File: src/rtl/calc_pkg.sv
// rtl/calc_pkg.sv - shared types and helpers for the calculator square-root sequencer
package calc_pkg;

  typedef enum logic [1:0] {
    IDLE = 2'd0,
    CALC = 2'd1,
    DONE = 2'd2
  } sqrt_state_t;

  function automatic int sqrt_root_w(input int in_w);
    return (in_w + 1) / 2;
  endfunction

  // A transfer completes on any edge where the producer's valid meets the consumer's ready.
  function automatic logic hs_fire(input logic valid, input logic ready);
    return valid && ready;
  endfunction

endpackage

File: src/rtl/sqrt_seq_ctrl_if.sv
// rtl/sqrt_seq_ctrl_if.sv - operand/result handshake bundle for the square-root sequencer
interface sqrt_seq_ctrl_if #(parameter int IN_W = 10);
  import calc_pkg::*;

  localparam int ROOT_W = sqrt_root_w(IN_W);

  logic              in_valid;
  logic              in_ready;
  logic [IN_W-1:0]   num;
  logic              out_valid;
  logic              out_ready;
  logic [ROOT_W-1:0] root;
  logic [ROOT_W:0]   rem;
  logic              busy;

  modport slave (
    input  in_valid, num, out_ready,
    output in_ready, out_valid, root, rem, busy
  );

  modport master (
    output in_valid, num, out_ready,
    input  in_ready, out_valid, root, rem, busy
  );

endinterface

File: src/rtl/sqrt_step.sv
// rtl/sqrt_step.sv - one restoring digit-by-digit square-root iteration
module sqrt_step #(
  parameter int ROOT_W = 5
) (
  input  logic [ROOT_W+1:0] rem_acc,
  input  logic [ROOT_W-1:0] root,
  input  logic [1:0]        pair,
  output logic [ROOT_W+1:0] rem_acc_nxt,
  output logic [ROOT_W-1:0] root_nxt
);

  localparam int SH_W = ROOT_W + 2;

  logic [SH_W-1:0] rem_sh;
  logic [SH_W-1:0] trial;
  logic [SH_W:0]   diff;
  logic            borrow;

  // The partial remainder never exceeds twice the partial root, so the shifted value fits SH_W bits.
  assign rem_sh = SH_W'({rem_acc, pair});
  assign trial  = {root, 2'b01};
  assign diff   = {1'b0, rem_sh} - {1'b0, trial};
  assign borrow = diff[SH_W];

  assign rem_acc_nxt = borrow ? rem_sh : diff[SH_W-1:0];
  assign root_nxt    = ROOT_W'({root, ~borrow});

endmodule

File: src/rtl/sqrt_seq_ctrl.sv
// rtl/sqrt_seq_ctrl.sv - multi-cycle integer square root with remainder, one root bit per clock
module sqrt_seq_ctrl
  import calc_pkg::*;
#(
  parameter int IN_W = 10
) (
  input  logic            clk,
  input  logic            rst,
  sqrt_seq_ctrl_if.slave  bus
);

  localparam int ROOT_W = sqrt_root_w(IN_W);
  localparam int OP_W   = 2 * ROOT_W;
  localparam int CNT_W  = (ROOT_W > 1) ? $clog2(ROOT_W) : 1;
  localparam logic [CNT_W-1:0] CNT_LAST = CNT_W'(ROOT_W - 1);

  localparam logic [1:0] ST_IDLE = IDLE;
  localparam logic [1:0] ST_CALC = CALC;
  localparam logic [1:0] ST_DONE = DONE;

  logic [1:0]        state;
  logic [OP_W-1:0]   op;
  logic [ROOT_W+1:0] rem_acc;
  logic [ROOT_W-1:0] root_q;
  logic [CNT_W-1:0]  cnt;
  logic [ROOT_W+1:0] rem_acc_nxt;
  logic [ROOT_W-1:0] root_nxt;

  sqrt_step #(.ROOT_W(ROOT_W)) u_step (
    .rem_acc     (rem_acc),
    .root        (root_q),
    .pair        (op[OP_W-1 -: 2]),
    .rem_acc_nxt (rem_acc_nxt),
    .root_nxt    (root_nxt)
  );

  assign bus.in_ready  = (state == ST_IDLE);
  assign bus.out_valid = (state == ST_DONE);
  assign bus.busy      = (state != ST_IDLE);
  assign bus.root      = root_q;
  assign bus.rem       = rem_acc[ROOT_W:0];

  always_ff @(posedge clk) begin
    if (rst) begin
      state   <= ST_IDLE;
      op      <= '0;
      rem_acc <= '0;
      root_q  <= '0;
      cnt     <= '0;
    end else begin
      case (state)
        ST_IDLE: begin
          if (hs_fire(bus.in_valid, bus.in_ready)) begin
            op      <= OP_W'(bus.num);
            rem_acc <= '0;
            root_q  <= '0;
            cnt     <= '0;
            state   <= ST_CALC;
          end
        end
        ST_CALC: begin
          op      <= op << 2;
          rem_acc <= rem_acc_nxt;
          root_q  <= root_nxt;
          cnt     <= cnt + 1'b1;
          if (cnt == CNT_LAST) state <= ST_DONE;
        end
        ST_DONE: begin
          // New operands wait for the cycle after the result leaves.
          if (hs_fire(bus.out_valid, bus.out_ready)) state <= ST_IDLE;
        end
        default: state <= ST_IDLE;
      endcase
    end
  end

endmodule
File: src/flat_wrapper.sv
// flat-port wrapper written by rule: the top's interface ports become plain ports
module sqrt_seq_ctrl_flat import calc_pkg::*;
#(
  parameter int IN_W = 10
)
  (clk, rst, bus_in_valid, bus_num, bus_out_ready, bus_in_ready, bus_out_valid, bus_root, bus_rem, bus_busy);
  sqrt_seq_ctrl_if #(.IN_W(IN_W)) bus_i ();
  input  logic clk;
  input  logic rst;
  input wire logic [$bits(bus_i.in_valid)-1:0] bus_in_valid;
  input wire logic [$bits(bus_i.num)-1:0] bus_num;
  input wire logic [$bits(bus_i.out_ready)-1:0] bus_out_ready;
  output wire logic [$bits(bus_i.in_ready)-1:0] bus_in_ready;
  output wire logic [$bits(bus_i.out_valid)-1:0] bus_out_valid;
  output wire logic [$bits(bus_i.root)-1:0] bus_root;
  output wire logic [$bits(bus_i.rem)-1:0] bus_rem;
  output wire logic [$bits(bus_i.busy)-1:0] bus_busy;
  assign bus_i.in_valid = bus_in_valid;
  assign bus_i.num = bus_num;
  assign bus_i.out_ready = bus_out_ready;
  assign bus_in_ready = bus_i.in_ready;
  assign bus_out_valid = bus_i.out_valid;
  assign bus_root = bus_i.root;
  assign bus_rem = bus_i.rem;
  assign bus_busy = bus_i.busy;
  sqrt_seq_ctrl #(.IN_W(IN_W)) u_core (.clk(clk), .rst(rst), .bus(bus_i));
endmodule
File: config.mk
export PLATFORM = sky130hd
export DESIGN_NAME = sqrt_seq_ctrl_flat
export DESIGN_NICKNAME = d
export VERILOG_FILES = /design/src/rtl/calc_pkg.sv /design/src/rtl/sqrt_seq_ctrl_if.sv /design/src/rtl/sqrt_step.sv /design/src/rtl/sqrt_seq_ctrl.sv /design/src/flat_wrapper.sv
export SDC_FILE = /design/constraint.sdc
export NUM_CORES = 1
export LEC_CHECK = 0
export CORE_ASPECT_RATIO = 0.5
export CORE_MARGIN = 5
export CORE_UTILIZATION = 50
export DETAILED_ROUTE_END_ITERATION = 12
export PLACE_DENSITY_LB_ADDON = 0.05
export SLEW_MARGIN = 0
export SYNTH_ARGS = -nofsm -noshare
export SYNTH_HDL_FRONTEND = slang
export SYNTH_SLANG_ARGS = --single-unit
File: constraint.sdc
create_clock -name clk -period 1.8 [get_ports clk]
set_input_delay 0.36 -clock clk [delete_from_list [all_inputs] [get_ports clk]]
set_output_delay 0.36 -clock clk [all_outputs]
set_load 0.01 [all_outputs]
# Word level (Yosys, flattened, before mapping)
# Index checks and enable logic that the tools add are counted.
[totals]
inputBits = 14
output_inout_bits = 14
register_bits = 26
[classes]
bitwise = 1
reduce_logical = 7
mux = 13
add_sub_neg = 2
eq_ne = 6
[ops]
columns = ["cell", "n"]
rows = [
  ["one-hot mux 10 bit (2 select lines)", 1],
  ["two-way mux 6 bit", 2],
  ["one-hot mux 6 bit (2 select lines)", 1],
  ["two-way mux 10 bit", 1],
  ["one-hot mux 5 bit (2 select lines)", 1],
  ["subtractor 7 x 7 -> 8 bit", 1],
  ["two-way mux 2 bit", 3],
  ["one-hot mux 2 bit (3 select lines)", 1],
  ["one-hot mux 3 bit (2 select lines)", 1],
  ["two-way mux 5 bit", 1],
  ["inequality test 2 bit, second input constant", 2],
  ["nonzero test 2 bit", 2],
  ["adder 3 x 1 -> 3 bit, second input constant", 1],
  ["equality test 3 bit, second input constant", 1],
  ["two-way mux 3 bit", 1],
  ["AND reduction 3 bit", 1],
  ["equality test 2 x 1 -> 1 bit, second input constant", 1],
  ["equality test 2 bit, second input constant", 1],
  ["logical AND 1 bit", 2],
  ["logical NOT 2 bit", 1],
  ["inequality test 2 x 1 -> 1 bit, second input constant", 1],
  ["AND reduction 2 bit", 1],
  ["inverter 1 bit", 1],
]

# Logic depth before layout (Yosys ltp)
[logic_depth]
depth_word = 4
ltp_mapped = 7
mapped_depth_nobuf = 7

# Cells and area by module
# Synthesis repeated with hierarchy kept, for this count alone.
[hier_totals]
hier_cells = 195
area_unflattened_um2 = 1664.1
[by_module_without_submodules]
columns = ["mod", "seq_area_each_um2", "instances", "cells_per_inst", "area_per_inst_um2"]
rows = [
  ["sqrt_seq_ctrl", 540.5, 1, 138, 1219.9],
  ["sqrt_step", 0.0, 1, 57, 444.2],
]

# Least setup slack after synthesis
# No wires, ideal clock.
[synth_timing]
path_type = "reg2reg"
from = "register u_core.root_q[2], in the netlist u_core.bus.root[2]"
to = "register u_core.rem_acc[1]"
path_stages_with_launch = 8
setup_time_ns = 0.067
period_less_slack_ns = 1.732
n_path_buf = 0
setup_slack_ns = 0.068
arrival_ns = 1.665
cell_sequence = "dfxtp_1 inv_1 ha_1 a21oi_1 o211ai_2 o211ai_4 mux2_4 o21ai_2"
[synth_via]
elab_chain_cells = 3
[synth_rtl]
columns = ["element", "line_no", "text"]
rows = [
  ["from (decl)", "sqrt_seq_ctrl.sv:24", "logic [ROOT_W-1:0] root_q;"],
  ["from (signal assigned)", "sqrt_seq_ctrl.sv:64", "root_q <= root_nxt;"],
  ["subtractor 7 x 7 -> 8 bit", "sqrt_step.sv:22", "assign diff = {1'b0, rem_sh} - {1'b0, trial};"],
  ["two-way mux 6 bit", "sqrt_step.sv:25", "assign rem_acc_nxt = borrow ? rem_sh : diff[SH_W-1:0];"],
  ["one-hot mux 6 bit (2 select lines)", "sqrt_seq_ctrl.sv:51", "case (state)"],
  ["to (signal assigned)", "sqrt_seq_ctrl.sv:63", "rem_acc <= rem_acc_nxt;"],
  ["to (decl)", "sqrt_seq_ctrl.sv:23", "logic [ROOT_W+1:0] rem_acc;"],
]
# No other way between the ends.
# A chain may end at the register's enable or synchronous reset.

# Worst setup path in the final report
[layout_timing]
from = "register u_core.state[1]"
to = "output bus_in_ready"
[layout_via]
elab_chain_cells = 1
[layout_rtl]
columns = ["element", "line_no", "text"]
rows = [
  ["from (decl)", "sqrt_seq_ctrl.sv:21", "logic [1:0] state;"],
  ["from (signal assigned)", "sqrt_seq_ctrl.sv:45", "state <= ST_IDLE;"],
  ["from (signal assigned)", "sqrt_seq_ctrl.sv:58", "state <= ST_CALC;"],
  ["from (signal assigned)", "sqrt_seq_ctrl.sv:66", "if (cnt == CNT_LAST) state <= ST_DONE;"],
  ["logical NOT 2 bit", "sqrt_seq_ctrl.sv:37", "assign bus.in_ready = (state == ST_IDLE);"],
  ["to (decl)", "flat_wrapper.sv:13", "output wire logic [$bits(bus_i.in_ready)-1:0] bus_in_ready;"],
]
# No other way between the ends.

==> flow_summary.json <==
{
  "status": "finished clean",
  "track_usage_pct": 16.3,
  "leakage_nw": 0.758,
  "yosysTopAreaCell": "dfxtp_1",
  "drt-met1-wl_um": 1420,
  "finalSetupViolCount": 0,
  "max_slew_margin_pct": 75.7,
  "ys_warn_count": 0,
  "power_frac_seq_pct": 38.2,
  "yosys-top-cells-area": "dfxtp_1 (37%), nor2_1 (11%), ha_1 (7.2%)",
  "worstSkewPairLatency_ps": 270,
  "dr_total_vias": 1239,
  "place.port_buffers": 27,
  "crit_path_end_kind": "output pin",
  "route.met3.wl_um": 154,
  "drtIter0Drc": 47,
  "clockPowerShare_pct": 18.0,
  "fp.dieW_um": 84.7,
  "avgSynthCellArea_um2": 8.17,
  "nFillCells": 228,
  "ir_drop_v": 0.000367,
  "coreArea_um2": 2640,
  "clock-root-buffer": "clkbuf_8",
  "cts_setup_buffers": 0,
  "htreeDepth": 1,
  "dp_hpwl_um": 2320,
  "hold_path.class": "flop to flop",
  "dr_wl_met2_um": 1450,
  "grt_pass1_wl_um": 5130,
  "pin_count": 28,
  "syn_to_final_growth_pct": 33.3,
  "hold_ws_ps": 476,
  "p_sw_mw": 0.573,
  "numCtsBuffers": 3,
  "netlist.area_leader.share_pct": 37.3,
  "wl_per_cell_um": 12.6,
  "drt_pass1_iterations": 4,
  "finalCriticalPeriod_ps": 1790,
  "finalHoldViolCount": 0,
  "clock_path_buffers": 2,
  "seq_area_frac_synth_pct": 37.3,
  "initial_utilization_pct": 53.0,
  "layout_commonest_cell": "nor2_1",
  "mostFrequentLayoutCells": "nor2_1 (40), clkdlybuf4s50_1 (27), dfxtp_1 (24)",
  "sw_frac_of_total_pct": 32.5,
  "drc_errors": 0,
  "stdcell_count": 242,
  "dp_cells": 239,
  "stdcell_area_um2": 1860,
  "worstMarginPinSlew_ps": 362,
  "finalCritPeriodShare_pct": 99.6,
  "maxCapViolations": 0,
  "layout-drive-gt1-share_pct": 15.6,
  "rsz0062_at_grt": "true",
  "final_core_util_pct": 70.7,
  "gp_congestion": 0.777,
  "globalRouteOverflowTotal": 0,
  "postCtsHoldBufs": 0,
  "clock_skew_ps": 4.84,
  "dp_slack_ps": 27.4,
  "criticalPathCategory": "flop to output pin",
  "max_freq_mhz": 558,
  "die_height_um": 47.4,
  "required_ps": 1440,
  "cts.clk_slew.worst_paths_ps": 80,
  "antenna_cells": 0,
  "antenna_left": 0,
  "grt_max_degree": 15,
  "combPwrFrac_pct": 43.8,
  "finalWirelength_um": 3040,
  "fin_ws_ps": 7.10,
  "vias_per_cell": 5.12,
  "antenna_found_initial": 0,
  "die_area_um2": 4010,
  "yosysUniqueCellTypes": 33,
  "cp.arrival_ps": 1430,
  "power.internal_mw": 1.19,
  "top_layer": "met4",
  "placed_area_um2": 1770,
  "cp_max_fo": 4,
  "p_per_area_nw_per_um2": 947,
  "critPathLaunchType": "flop",
  "rows": 13,
  "synth-seq-cells": 26,
  "finalPower_mw": 1.76,
  "setup_tns_ps": 0,
  "nNetsFinal": 229,
  "grt_pass1_vias": 1174,
  "tritoncts": "yes",
  "synthCells": 171,
  "synth_nets": 193,
  "netlist_area_um2": 1400,
  "slew_viol_final": 0,
  "clock_sinks": 26
}
## Yosys cell counts, drive strengths merged
library cell / number
o41ai: 1
nor3b: 1
a22oi: 6
xnor2: 3
nor2b: 10
nor2: 40
or2b: 1
inv: 13
a311oi: 1
o211ai: 3
xor2: 1
a2bb2oi: 1
clkbuf: 7
or3: 1
dfxtp: 26
nand2b: 1
a211oi: 3
mux2: 2
o21a: 1
or2: 1
buf: 2
mux2i: 4
nand2: 6
a32oi: 3
nor3: 7
ha: 8
o211a: 1
o21ai: 6
a21oi: 11
## path summary, 6_finish.rpt
| check | startpoint | endpoint | slack (ps) | cells past startpoint |
|---|---|---|---|---|
| setup / recovery | u_core.state[1]$_SDFFE_PP0P_ | bus_in_ready | 7 | 2 |
| hold / removal | u_core.op[7]$_SDFFE_PP0P_ | u_core.op[7]$_SDFFE_PP0P_ | 480 | 2 |
| setup reg to reg | u_core.bus.root[3]$_SDFFE_PP0P_ | u_core.rem_acc[1]$_SDFFE_PP0P_ | 70 | 6 |
| hold reg to reg | u_core.op[7]$_SDFFE_PP0P_ | u_core.op[7]$_SDFFE_PP0P_ | 480 | 2 |
## critical path, cell delays in order, from the launching register on
cell and delay, ps:
dfxtp_1 340, nor2_1 240, clkdlybuf4s50_1 590
## cells by family (layout without fill, tap and decap cells)
logic type               after synthesis  after routing  share of synthesized area [%]
AO/OA/AOI/OAI                         37             37                           20.1
XOR/XNOR                               4              4                           2.51
adder cells (fa/ha/maj)                8              8                           7.17
buffers and inverters                 22             56                           6.09
flip-flops                            26             26                           37.3
multiplexers                           6              6                           4.75
AND/OR/NAND/NOR                       68             68                           22.1
## registers in the layout, summed over array words and instances, names as in the netlist
| signal | count |
|---|---|
| u_core.rem_acc | 6 |
| u_core.state | 2 |
| u_core.op | 10 |
| u_core.cnt | 3 |
| u_core.bus.root | 5 |
## layer usage
metal	vias to the layer above	GRT usage, %
met5	-	0
met4	0	4.10
met3	4	4.73
met2	28	30.5
met1	556	19.3
li1	651	-
## power groups by stage
| stage | registers (mW) | logic, mW | clock network (mW) |
|---|---|---|---|
| after CTS | 0.669 | 0.736 | 0.332 |
| after global placement | 0.680 | 0.715 | 0 |
| after detailed placement | 0.683 | 0.730 | 0 |
| final | 0.674 | 0.773 | 0.317 |
| after global routing | 0.681 | 0.849 | 0.357 |
| after floorplan | 0.690 | 0.512 | 0 |
## area by class of cell
| class | count | area, um2 | area share [%] |
|---|---|---|---|
| Sequential cell | 26 | 523 | 28.1 |
| Clock buffer | 3 | 41.3 | 2.22 |
| Multi-Input combinational cell | 123 | 835 | 44.8 |
| Inverter | 13 | 48.8 | 2.62 |
| Tap cell | 37 | 46.3 | 2.49 |
| Timing Repair Buffer | 40 | 368 | 19.8 |
## timing repair
action / CTS / global route
gates resized for setup: 0 / 9
endpoints found under the setup margin: 1 / 10
hold endpoints to repair: 0 / 0
pin swaps: 0 / 2
Power figures use the tool's default switching activity.
